--- config.mk ---
export PLATFORM = sky130hd
export DESIGN_NAME = noc_port_arbiter_flat
export DESIGN_NICKNAME = d
export VERILOG_FILES = /design/src/rtl/noc_port_arbiter_if.sv /design/src/rtl/noc_port_arbiter.sv /design/src/flat_wrapper.sv
export SDC_FILE = /design/constraint.sdc
export NUM_CORES = 1
export LEC_CHECK = 0
export ABC_CLOCK_PERIOD_IN_PS = 6950
export CORE_MARGIN = 2
export CORE_UTILIZATION = 45
export DETAILED_ROUTE_END_ITERATION = 10
export PLACE_DENSITY = 0.85
export SKIP_LAST_GASP = 1
export SLEW_MARGIN = 10
export SYNTH_ARGS = -nofsm -noshare
export SYNTH_HDL_FRONTEND = slang
export SYNTH_SLANG_ARGS = --single-unit
--- constraint.sdc ---
create_clock -name clk -period 6.95 [get_ports clk]
set_clock_uncertainty 0.2 [all_clocks]
set_input_delay 1.39 -clock clk [delete_from_list [all_inputs] [get_ports clk]]
set_output_delay 1.39 -clock clk [all_outputs]
set_load 0.05 [all_outputs]
--- src/rtl/noc_port_arbiter_if.sv ---
// Handshake and data bundle between the output-port arbiter and its environment.
// The slave modport is the arbiter's view. The master modport is the view of the
// requesters and the downstream link.
interface noc_port_arbiter_if;
  logic         enable;
  logic [4:0]   req;
  logic [159:0] flit_in;
  logic         out_ready;
  logic [4:0]   grant;
  logic [2:0]   gate;
  logic [31:0]  flit_out;
  logic         flit_valid;
  logic [3:0]   owner;
  logic         busy;
  logic         timeout;

  modport master (
    output enable, req, flit_in, out_ready,
    input  grant, gate, flit_out, flit_valid, owner, busy, timeout
  );

  modport slave (
    input  enable, req, flit_in, out_ready,
    output grant, gate, flit_out, flit_valid, owner, busy, timeout
  );
endinterface

--- src/rtl/noc_port_arbiter.sv ---
// Output-port arbiter for one mesh router port.
// Five requesters share one 32-bit output link. Arbitration is round-robin, and
// the winner keeps the link from its head flit to its tail flit. A watchdog
// takes the link back from a packet that stalls too long.
//
// state | meaning
// IDLE  | no owner; picks the next requester in rotating order
// LOCK  | link owned by requester 'gate'; forwards its flits until tail or timeout
module noc_port_arbiter #(
  parameter int          NREQ    = 5,
  parameter logic [9:0]  TIMEOUT = 10'd50,
  parameter logic [3:0]  ADDR    = 4'b0000
) (
  input  logic               clk,
  input  logic               reset,
  noc_port_arbiter_if.slave  bus
);

  typedef enum logic {IDLE, LOCK} state_t;

  localparam logic [2:0] GATE_IDLE  = 3'b111;
  localparam logic [3:0] OWNER_IDLE = 4'hF;

  state_t      state_q, state_d;
  logic [4:0]  grant_q, grant_d;
  logic [2:0]  gate_q, gate_d;
  logic [2:0]  rr_ptr_q, rr_ptr_d;
  logic [9:0]  wdog_q, wdog_d;
  logic [31:0] flit_out_q, flit_out_d;
  logic        flit_valid_q, flit_valid_d;
  logic [3:0]  owner_q, owner_d;
  logic        busy_q, busy_d;
  logic        timeout_q, timeout_d;

  logic [7:0]  req_ext;
  logic [31:0] flit_arr [8];
  logic        pick_valid;
  logic [2:0]  pick_idx;
  logic        xfer;
  logic [31:0] cur_flit;
  logic        is_last;

  // Index that lies 'step' places after 'base' in the circular order 0..NREQ-1.
  function automatic logic [2:0] rr_index(input logic [2:0] base, input int step);
    int s;
    s = (int'(base) + step) % NREQ;
    return 3'(s);
  endfunction

  // Unpack the flit bus into an array. The array is padded to 8 entries so that
  // the idle gate value 7 selects zero instead of an out-of-range slice.
  always_comb begin
    req_ext = {3'b000, bus.req};
    for (int i = 0; i < 8; i++) flit_arr[i] = '0;
    for (int i = 0; i < NREQ; i++) flit_arr[i] = bus.flit_in[32*i +: 32];
  end

  // Rotating search. The loop runs from the farthest place to the nearest, so the
  // requester closest after rr_ptr is the last assignment and wins.
  always_comb begin
    pick_valid = 1'b0;
    pick_idx   = 3'd0;
    for (int k = NREQ; k >= 1; k--) begin
      if (req_ext[rr_index(rr_ptr_q, k)]) begin
        pick_valid = 1'b1;
        pick_idx   = rr_index(rr_ptr_q, k);
      end
    end
  end

  // A transfer needs the owner's request and a ready link. A tail or single-flit
  // packet (bit 31 set) ends the packet.
  always_comb begin
    cur_flit = flit_arr[gate_q];
    xfer     = bus.enable && req_ext[gate_q] && bus.out_ready;
    is_last  = cur_flit[31];
  end

  // Next-state and registered-output logic.
  always_comb begin
    state_d      = state_q;
    grant_d      = grant_q;
    gate_d       = gate_q;
    rr_ptr_d     = rr_ptr_q;
    wdog_d       = wdog_q;
    flit_out_d   = flit_out_q;
    flit_valid_d = 1'b0;
    owner_d      = owner_q;
    busy_d       = busy_q;
    timeout_d    = 1'b0;

    if (bus.enable) begin
      unique case (state_q)
        IDLE: begin
          wdog_d = '0;
          if (pick_valid) begin
            state_d = LOCK;
            grant_d = 5'b00001 << pick_idx;
            gate_d  = pick_idx;
            busy_d  = 1'b1;
            owner_d = ADDR;
          end
        end
        LOCK: begin
          if (xfer) begin
            flit_out_d   = cur_flit;
            flit_valid_d = 1'b1;
            wdog_d       = '0;
          end else if (wdog_q != 10'h3FF) begin
            wdog_d = wdog_q + 10'd1;
          end
          // The owner index becomes rr_ptr, so the search starts after the owner.
          if ((xfer && is_last) || (!xfer && wdog_q == TIMEOUT - 10'd1)) begin
            state_d   = IDLE;
            grant_d   = '0;
            gate_d    = GATE_IDLE;
            busy_d    = 1'b0;
            owner_d   = OWNER_IDLE;
            rr_ptr_d  = gate_q;
            wdog_d    = '0;
            timeout_d = !xfer;
          end
        end
        default: state_d = IDLE;
      endcase
    end
  end

  // State and output registers. rr_ptr resets to 4, so requester 0 has first priority.
  always_ff @(posedge clk or negedge reset) begin
    if (!reset) begin
      state_q      <= IDLE;
      grant_q      <= '0;
      gate_q       <= GATE_IDLE;
      rr_ptr_q     <= 3'd4;
      wdog_q       <= '0;
      flit_out_q   <= '0;
      flit_valid_q <= 1'b0;
      owner_q      <= OWNER_IDLE;
      busy_q       <= 1'b0;
      timeout_q    <= 1'b0;
    end else begin
      state_q      <= state_d;
      grant_q      <= grant_d;
      gate_q       <= gate_d;
      rr_ptr_q     <= rr_ptr_d;
      wdog_q       <= wdog_d;
      flit_out_q   <= flit_out_d;
      flit_valid_q <= flit_valid_d;
      owner_q      <= owner_d;
      busy_q       <= busy_d;
      timeout_q    <= timeout_d;
    end
  end

  assign bus.grant      = grant_q;
  assign bus.gate       = gate_q;
  assign bus.flit_out   = flit_out_q;
  assign bus.flit_valid = flit_valid_q;
  assign bus.owner      = owner_q;
  assign bus.busy       = busy_q;
  assign bus.timeout    = timeout_q;

endmodule

--- src/flat_wrapper.sv ---
// flat-port wrapper written by rule: the top's interface ports become plain ports
module noc_port_arbiter_flat 
#(
  parameter int          NREQ    = 5,
  parameter logic [9:0]  TIMEOUT = 10'd50,
  parameter logic [3:0]  ADDR    = 4'b0000
)
  (clk, reset, bus_enable, bus_req, bus_flit_in, bus_out_ready, bus_grant, bus_gate, bus_flit_out, bus_flit_valid, bus_owner, bus_busy, bus_timeout);
  noc_port_arbiter_if bus_i ();
  input  logic clk;
  input  logic reset;
  input wire logic [$bits(bus_i.enable)-1:0] bus_enable;
  input wire logic [$bits(bus_i.req)-1:0] bus_req;
  input wire logic [$bits(bus_i.flit_in)-1:0] bus_flit_in;
  input wire logic [$bits(bus_i.out_ready)-1:0] bus_out_ready;
  output wire logic [$bits(bus_i.grant)-1:0] bus_grant;
  output wire logic [$bits(bus_i.gate)-1:0] bus_gate;
  output wire logic [$bits(bus_i.flit_out)-1:0] bus_flit_out;
  output wire logic [$bits(bus_i.flit_valid)-1:0] bus_flit_valid;
  output wire logic [$bits(bus_i.owner)-1:0] bus_owner;
  output wire logic [$bits(bus_i.busy)-1:0] bus_busy;
  output wire logic [$bits(bus_i.timeout)-1:0] bus_timeout;
  assign bus_i.enable = bus_enable;
  assign bus_i.req = bus_req;
  assign bus_i.flit_in = bus_flit_in;
  assign bus_i.out_ready = bus_out_ready;
  assign bus_grant = bus_i.grant;
  assign bus_gate = bus_i.gate;
  assign bus_flit_out = bus_i.flit_out;
  assign bus_flit_valid = bus_i.flit_valid;
  assign bus_owner = bus_i.owner;
  assign bus_busy = bus_i.busy;
  assign bus_timeout = bus_i.timeout;
  noc_port_arbiter #(.NREQ(NREQ), .TIMEOUT(TIMEOUT), .ADDR(ADDR)) u_core (.clk(clk), .reset(reset), .bus(bus_i));
endmodule
# After elaboration in Yosys (flattened, before gate mapping)
# Index checks and enable logic that the tools add are counted.
dict set report word_totals {
  output_inout_bits 47
  word_cells 96
  reg_bits 61
  inputBits 169
}
dict set report op_classes {
  eq_ne 5
  order_cmp 7
  bitwise_logic 2
  shift 1
  n_div 5
  muxes 50
  reduce_logical 10
  addsub 6
}
# op n
set op_table {}
lappend op_table {{remainder unit 32 x 4 -> 32 bit (second input constant)} 5}
lappend op_table {{binary-select mux 32 bit (select 3 bit)} 1}
lappend op_table {{2-to-1 mux 32 bit} 2}
lappend op_table {{2-to-1 mux 10 bit} 3}
lappend op_table {{less-than comparator 3 x 4 -> 1 bit (second input constant)} 6}
lappend op_table {{2-to-1 mux 1 bit} 21}
lappend op_table {{2-to-1 mux 3 bit} 7}
lappend op_table {{one-hot mux 10 bit (2 select lines)} 1}
lappend op_table {{binary-select mux 1 bit (select 3 bit)} 6}
lappend op_table {{adder 10 x 1 -> 10 bit (second input constant)} 1}
lappend op_table {{== test 10 x 6 -> 1 bit (second input constant)} 1}
lappend op_table {{2-to-1 mux 5 bit} 2}
lappend op_table {{!= test 10 bit (second input constant)} 1}
lappend op_table {{one-hot mux 5 bit (2 select lines)} 1}
lappend op_table {{AND reduction 3 bit} 3}
lappend op_table {{adder 3 x 2 -> 4 bit (second input constant)} 2}
lappend op_table {{adder 3 x 3 -> 4 bit (second input constant)} 2}
lappend op_table {{2-to-1 mux 4 bit} 2}
lappend op_table {{one-hot mux 4 bit (2 select lines)} 1}
lappend op_table {{one-hot mux 3 bit (2 select lines)} 1}
lappend op_table {{<< shifter 1 x 3 -> 5 bit (first input constant)} 1}
lappend op_table {{adder 3 x 1 -> 4 bit (second input constant)} 1}
lappend op_table {{>= comparator 4 bit (second input constant)} 1}
lappend op_table {{logical AND 1 bit} 4}
lappend op_table {{other kinds (9)} 10}

# Logic depth before layout (Yosys ltp)
# Gate-level depths: netlist of the first run.
dict set report depth {
  depth_word 12
  ltp_mapped 20
  mapped_depth_nobuf 17
}

# Worst setup path before layout of the first run
# No wires, ideal clock.
dict set report synth_path {
  path_kind {flip-flop to flip-flop}
  from {reg u_core.rr_ptr_q[0]}
  to {reg u_core.gate_q[2] (netlist: u_core.bus.gate[2])}
  setup_slack_ps 2026
  t_required_ps 6678
  path_buffers 3
  setup_time_ps 72
  stages_incl_launch_ff 21
  t_arrival_ps 4652
  synth_period_minus_slack_ps 4924
  cell_sequence {dfrtp_1 > buf_2 > inv_1 > clkbuf_1 > ha_1 > ha_1 > nor4b_1 > nor3_1 > xnor2_1 > inv_1 > ha_1 > mux2i_1 > o21ai_0 > a21o_1 > mux2_2 > a32o_1 > nand4b_1 > o311ai_4 > buf_4 > o21ai_0 > o21ai_1}
}
dict set report synth_via {
  elab_chain_len 11
  word_cells_on_any_way 34
  cone_classes {5 x add/sub; 5 x div; 1 x eq/ne; 22 x mux; 1 x reduce/logical}
}
# element line_no
set synth_lines {}
lappend synth_lines {{from (decl)} noc_port_arbiter.sv:27} ;# logic [2:0] rr_ptr_q, rr_ptr_d;
lappend synth_lines {{from (signal assigned)} noc_port_arbiter.sv:146} ;# rr_ptr_q <= rr_ptr_d;
lappend synth_lines {{adder 3 x 3 -> 4 bit} noc_port_arbiter.sv:46} ;# s = (int'(base) + step) % NREQ;
lappend synth_lines {{remainder unit 32 x 4 -> 32 bit} noc_port_arbiter.sv:46}
lappend synth_lines {{binary-select mux 1 bit (select 3 bit)} noc_port_arbiter.sv:64} ;# if (req_ext[rr_index(rr_ptr_q, k)]) begin
lappend synth_lines {{2-to-1 mux 1 bit (not written as such)} noc_port_arbiter.sv:64}
lappend synth_lines {{2-to-1 mux 3 bit or 2-to-1 mux 1 bit (tied branches) (5 in series)} noc_port_arbiter.sv:64}
lappend synth_lines {{2-to-1 mux 3 bit or != test 2 x 1 -> 1 bit (tied branches)} n/a}
lappend synth_lines {{one-hot mux 3 bit (2 select lines) or AND reduction 3 bit (tied branches)} n/a}
lappend synth_lines {{to (signal assigned)} noc_port_arbiter.sv:145} ;# gate_q <= gate_d;
lappend synth_lines {{to (decl)} noc_port_arbiter.sv:26} ;# logic [2:0] gate_q, gate_d;
# Several ways; a longest one is shown, not always the timed one. The select of a mux whose other input is x is not followed.
# A chain may end at the register's enable or synchronous reset.

# Final worst setup path of the first run
dict set report layout_path {
  from {reg u_core.rr_ptr_q[0]}
  to {reg u_core.grant_q[3] (netlist: u_core.bus.grant[3])}
}
dict set report layout_via {
  elab_chain_len 12
  word_cells_on_any_way 35
  cone_classes {5 x add/sub; 5 x div; 1 x eq/ne; 1 x shift; 22 x mux; 1 x reduce/logical}
}
# element line_no
set layout_lines {}
lappend layout_lines {{adder 3 x 3 -> 4 bit} noc_port_arbiter.sv:46}
lappend layout_lines {{remainder unit 32 x 4 -> 32 bit} noc_port_arbiter.sv:46}
lappend layout_lines {{binary-select mux 1 bit (select 3 bit)} noc_port_arbiter.sv:64}
lappend layout_lines {{2-to-1 mux 1 bit (not written as such)} noc_port_arbiter.sv:64}
lappend layout_lines {{2-to-1 mux 3 bit (5 in series)} noc_port_arbiter.sv:64}
lappend layout_lines {{<< shifter 1 x 3 -> 5 bit} noc_port_arbiter.sv:98} ;# grant_d = 5'b00001 << pick_idx;
lappend layout_lines {{2-to-1 mux 5 bit} noc_port_arbiter.sv:96} ;# if (pick_valid) begin
lappend layout_lines {{one-hot mux 5 bit (2 select lines)} noc_port_arbiter.sv:93} ;# unique case (state_q)
lappend layout_lines {{to (signal assigned)} noc_port_arbiter.sv:144} ;# grant_q <= grant_d;
lappend layout_lines {{to (decl)} noc_port_arbiter.sv:25} ;# logic [4:0] grant_q, grant_d;
# Several ways; a longest one is shown, not always the timed one. The select of a mux whose other input is x is not followed.

==> reports/metrics.cfg, run 1 <==
[layout]
seqCellArea_um2 = 1460
final_common_cell = clkdlybuf4s50_1
layout_common_cells = clkdlybuf4s50_1 (214), nor2_1 (55), dfrtp_1 (53)
num_antenna_cells = 0
drive_gt1_frac = 0.115
fill_cells = 940
final_net_count = 962
multi_input_area_um2 = 3660
syn2layout_area_growth_pct = 46.1

[yosys]
yosysSeqAreaShare = 0.268
syn-cell-area_um2 = 5440
synth_cells = 582
synth_nets = 775
async_flop_share = 1.00
synth_seq_cells = 58
synth_area_per_cell_um2 = 9.35
synth.distinct_cells = 83
synth_flop_cell = dfrtp_1
synth_edf_count = 0
yosys_warnings = 0

[sta]
maxSlewHeadroom = 0.231
period_share = 0.792
tightest_slew_ns = 1.15
hold_viol = 0
drv_slew = 0
setup_tns_ns = 0
finalCriticalPeriod_ns = 5.50
rsz0062_at_grt = no
final-setup-viol-count = 0
fmax_mhz = 182

[setup_path]
crit_fanout = 18
critPathKind = flip-flop to flip-flop
worstPathRequired_ns = 6.95
ff2ff_setup_slack_ns = 1.45
critPathLaunchType = flip-flop
endpoint_kind = flip-flop
cp.arrival_ns = 5.51

[global_route]
use_met1 = 0.361
met3_usage = 0.0622
grt_pass1_vias = 5707
grt.busiest_layer = met2
grt_max_degree = 65
met2_usage = 0.491
antenna_found_initial = 0
grt_usage = 0.284
grt_pass1_wl_um = 29300
grt_overflow = 0

[floorplan]
core_um2 = 11900
pin_count = 216
rows = 40
die_area_um2 = 13000
die_y_um = 114
initial_core_util = 0.457
dieWidth_um = 114

[run]
cap_violations = 0

[power]
leakagePower_nw = 3.13
p_total_mw = 4.69
ir_worst_vdd_mv = 0.461
power.density_nw_per_um2 = 590

[outcome]
status = finished, final reports clean

[route]
vias = 5693
via_per_inst = 6.18
drtIter0Drc = 464
drc = 0
first_pass_iters = 5
drt-total-wl_um = 19000
wl_per_cell_um = 20.7
ant_nets = 0

[placed_design]
gp_congestion = 0.962
dp_hpwl_um = 14400
port_buffers = 215

[clock_network]
cts.sinks = 58
cts_tree = yes
cts.clk_slew.worst_paths_ns = 0.05
hold_buffers = 0
h-tree-depth = 3
clk_latency_ns = 0.32
clk_path_buf_depth = 2
cts-buffers-inserted = 9
cts_resized = 0
root_buffer = clkbuf_16
cts_setup_buffers = 0

[worst_hold_path]
hold_class = flip-flop to flip-flop

report_power, final:
group	switching [mW]	total, mW	internal [mW]
registers	0.185	0.679	0.494
clock network	0.155	0.478	0.323
logic	2.12	3.53	1.41
total	2.46	4.69	2.23
worst max-delay path, cell delays in order (launching register included):
cell      delay (ns)
dfrtp_1         0.68
ha_1            0.24
buf_4           0.23
xor2_4          0.12
ha_1            0.30
nor4b_1         0.45
nor3_1          0.15
xnor2_1         0.31
inv_1           0.12
ha_1            0.39
mux2i_1         0.21
o21ai_0         0.11
a21o_1          0.19
mux2_2          0.26
a32o_1          0.24
nand4b_1        0.27
o311ai_4        0.52
o21ai_1         0.20
o32ai_1         0.20
synth_stat cells, types with 5 or more instances:
| library cell | n | area [µm²] |
|---|---|---|
| buf_2 | 7 | 35.0 |
| nand3_1 | 10 | 50.1 |
| nor2_1 | 56 | 210 |
| dfrtp_1 | 53 | 1330 |
| ha_1 | 24 | 300 |
| nor2b_1 | 10 | 62.6 |
| o31ai_1 | 5 | 37.5 |
| mux2_2 | 5 | 56.3 |
| mux4_2 | 36 | 811 |
| nor3_1 | 7 | 35.0 |
| o21ai_0 | 24 | 120 |
| nor3b_1 | 5 | 37.5 |
| and2_1 | 6 | 37.5 |
| clkbuf_1 | 29 | 109 |
| nand2_1 | 31 | 116 |
| or3_1 | 6 | 37.5 |
| dfstp_2 | 5 | 131 |
| a21oi_1 | 50 | 250 |
| mux2i_1 | 8 | 80.1 |
| nand2b_1 | 7 | 43.8 |
| inv_1 | 29 | 109 |
| nand4_1 | 7 | 43.8 |
| a22oi_1 | 34 | 255 |
| buf_4 | 7 | 52.6 |
layer usage:
| metal | up-vias | wire [µm] |
|---|---|---|
| li1 | 2603 | - |
| met1 | 2778 | 7620 |
| met2 | 285 | 9660 |
| met3 | 27 | 1510 |
| met4 | 0 | 249 |
| met5 | - | 0 |
final timing paths:
kind / start / end / depth (start not counted)
setup / recovery: u_core.rr_ptr_q[0] / u_core.bus.grant[3] / 18
hold / removal: u_core.bus.grant[1] / u_core.bus.grant[1] / 1
setup reg to reg: u_core.rr_ptr_q[0] / u_core.bus.grant[3] / 18
hold reg to reg: u_core.bus.grant[1] / u_core.bus.grant[1] / 1
max in group asynchronous: reset / u_core.bus.flit_out[23] / 2
min in group asynchronous: reset / u_core.bus.flit_out[5] / 2
cell families after synthesis:
logic type / count (synthesis) / share of synthesized area
AOI/OAI and AO/OA: 192 / 0.253
xor gates and xnor gates: 10 / 0.0230
adders and majority gates: 24 / 0.0552
buffers and inverters: 77 / 0.0623
DFF: 58 / 0.268
muxes: 50 / 0.177
and+or+nand+nor: 171 / 0.162
cell type report:
cell class,instances,area share
Timing Repair Buffer,223,0.279
Inverter,30,0.0142
Tap cell,147,0.0231
Multi-Input combinational cell,447,0.460
Clock buffer,11,0.0305
Sequential cell,58,0.183
Clock inverter,5,0.00991
state kept, by name (all words and copies together) (netlist names):
name / count
u_core.bus.flit_out: 32
u_core.wdog_q: 10
u_core.bus.grant: 5
u_core.bus.gate: 3
u_core.rr_ptr_q: 3
u_core.bus.busy: 1
u_core.bus.flit_valid: 1
u_core.bus.owner: 1
u_core.bus.timeout: 1
u_core.state_q: 1
per-stage QoR:
stage          setup slack, ns  instances  instance area (µm²)  hold slack [ns]  utilization
6_report                  1.45        921                 7960            0.314        0.668
5_1_grt                   1.02        921                 7960            0.340        0.668
4_1_cts                   1.49        920                 7940            0.318        0.666
3_3_place_gp              1.82        904                 7610            0.292        0.639
2_1_floorplan             2.03        582                 5440            0.296            -
3_5_place_dp              1.53        904                 7610            0.306        0.639
Note: power is estimated with default switching activity, not from simulation.
==> inputs of run 2 (changes only) <==
--- a/config.mk
+++ b/config.mk
@@ -5,7 +5,7 @@
 export SDC_FILE = /design/constraint.sdc
 export NUM_CORES = 1
 export LEC_CHECK = 0
-export ABC_CLOCK_PERIOD_IN_PS = 6950
+export ABC_CLOCK_PERIOD_IN_PS = 5100
 export CORE_MARGIN = 2
 export CORE_UTILIZATION = 45
 export DETAILED_ROUTE_END_ITERATION = 10
==> constraint.sdc (replaced) <==
create_clock -name clk -period 5.1 [get_ports clk]
set_clock_uncertainty 0.2 [all_clocks]
set_input_delay 1.02 -clock clk [delete_from_list [all_inputs] [get_ports clk]]
set_output_delay 1.02 -clock clk [all_outputs]
set_load 0.05 [all_outputs]
==> run 2 against run 1 <==
Effect of this change:
- critical path depth is 1 lower
- power increased by 38%
- hold slack got worse by 0.0096 ns
- count of clock-buffer cells in the layout up 1
- maximum frequency is 12% higher
- clock power grew 39%
- final cell count grew 1.2%
==> reports/metrics.cfg, run 2 (synthesis gave the netlist of run 1 again) <==
[power]
p_seq_frac = 0.131
combPwrFrac = 0.767
leakagePower_nw = 3.19
p_clk_frac = 0.103
p_switching_mw = 3.36
power.density_nw_per_um2 = 805
switching_share = 0.520
p_int_mw = 3.10
ir_worst_vdd_mv = 0.479
p_total_mw = 6.47

[layout]
layout.cells.non_filler = 932
drive_gt1_frac = 0.127
final_common_cell = clkdlybuf4s50_1
syn2layout_area_growth_pct = 47.6
fill_cells = 902
fin_area_um2 = 8030
largest_reg_flops = 32
layout_common_cells = clkdlybuf4s50_1 (214), nor2_1 (55), dfrtp_1 (53)
num_antenna_cells = 0
final_net_count = 973

[worst_hold_path]
hold_class = flip-flop to flip-flop

[sta]
worst_slack_ns = 0.188
setup_tns_ns = 0
fmax_mhz = 204
period_share = 0.963
finalCriticalPeriod_ns = 4.91
tightest_slew_ns = 1.10
maxSlewHeadroom = 0.267
drv_slew = 0
hold_viol = 0
final-setup-viol-count = 0

[route]
first_pass_iters = 5
drc = 0
vias = 5680
drt-total-wl_um = 18700
met2_length_um = 9190
ant_nets = 0
via_per_inst = 6.09
top_layer = met4
wl_met3_um = 1700
wl_met1_um = 7410
wl_per_cell_um = 20.0
drtIter0Drc = 531

[clock_network]
clk_path_buf_depth = 2
cts-buffers-inserted = 9
root_buffer = clkbuf_16
clk_latency_ns = 0.32
cts_resized = 0
cts.sinks = 58
cts.clk_slew.worst_paths_ns = 0.05
cts_setup_buffers = 0
hold_buffers = 0
h-tree-depth = 3
cts_tree = yes

[setup_path]
ff2ff_setup_slack_ns = 0.19
endpoint_kind = flip-flop
cp.arrival_ns = 4.92
critPathLaunchType = flip-flop
critPathKind = flip-flop to flip-flop
worstPathRequired_ns = 5.11
crit_fanout = 12

[run]
cap_violations = 0

[global_route]
grt_usage = 0.277
grt_pass1_wl_um = 28600
grt_max_degree = 59
antenna_found_initial = 0
grt_overflow = 0
grt_pass1_vias = 5608

[placed_design]
dpl-instance-area_um2 = 7690
port_buffers = 215
gp_congestion = 0.993
dp_hpwl_um = 14600
place_ws_ns = 0.258
numPlacedInstances = 914

[floorplan]
pin_count = 216
dieWidth_um = 114
initial_core_util = 0.457
rows = 40
die_y_um = 114
core_um2 = 11900
die_area_um2 = 13000

[outcome]
status = finished, final reports clean

## run 2: per-stage QoR
step	hold WS (ns)	utilization
2_1_floorplan	0.296	-
3_3_place_gp	0.290	0.645
3_5_place_dp	0.290	0.645
4_1_cts	0.311	0.673
5_1_grt	0.343	0.674
6_report	0.304	0.674
## run 2: routing by layer
metal	vias to the layer above	global-route usage
li1	2629	-
met4	0	0.0780
met3	35	0.0680
met2	290	0.469
met5	-	0
met1	2726	0.353
## run 2: worst max-delay path: stages (launching register included)
cell and delay, ns:
dfrtp_1 0.41, ha_1 0.28, xor2_4 0.20, ha_1 0.29, nor4b_1 0.44, nor3_1 0.14, xnor2_1 0.20, inv_1 0.09
ha_1 0.37, mux2i_1 0.19, o21ai_0 0.13, a21o_1 0.21, mux2_2 0.26, a32o_1 0.25, nand4b_1 0.27, o311ai_4 0.52
a211oi_2 0.09, a32o_1 0.25
## run 2: area by class of cell
type | instances | area [µm²] | share of cell area
multi-input cells | 447 | 3660 | 0.456
repair buffers | 234 | 2290 | 0.285
flip-flops and latches | 58 | 1460 | 0.181
clock buffers | 12 | 256 | 0.0319
well taps | 147 | 184 | 0.0229
inverters | 30 | 113 | 0.0140
clock inverters | 4 | 73.8 | 0.00919
## run 2: power by group through the flow
stage	combinational (mW)	clock [mW]	sequential [mW]
floorplan	3.10	0	1.37
global placement	4.71	0	0.834
detailed placement	4.87	0	0.848
CTS	4.89	0.675	0.845
global route	5.32	0.699	0.872
finish	4.96	0.663	0.846
## run 2: worst paths after layout
check,startpoint,end,depth (start not counted)
max,u_core.rr_ptr_q[0],u_core.bus.grant[0],17
min,u_core.bus.grant[1],u_core.bus.grant[1],1
max reg2reg,u_core.rr_ptr_q[0],u_core.bus.grant[0],17
min reg2reg,u_core.bus.grant[1],u_core.bus.grant[1],1
max in group asynchronous,reset,u_core.bus.flit_out[24],2
min in group asynchronous,reset,u_core.bus.grant[3],2
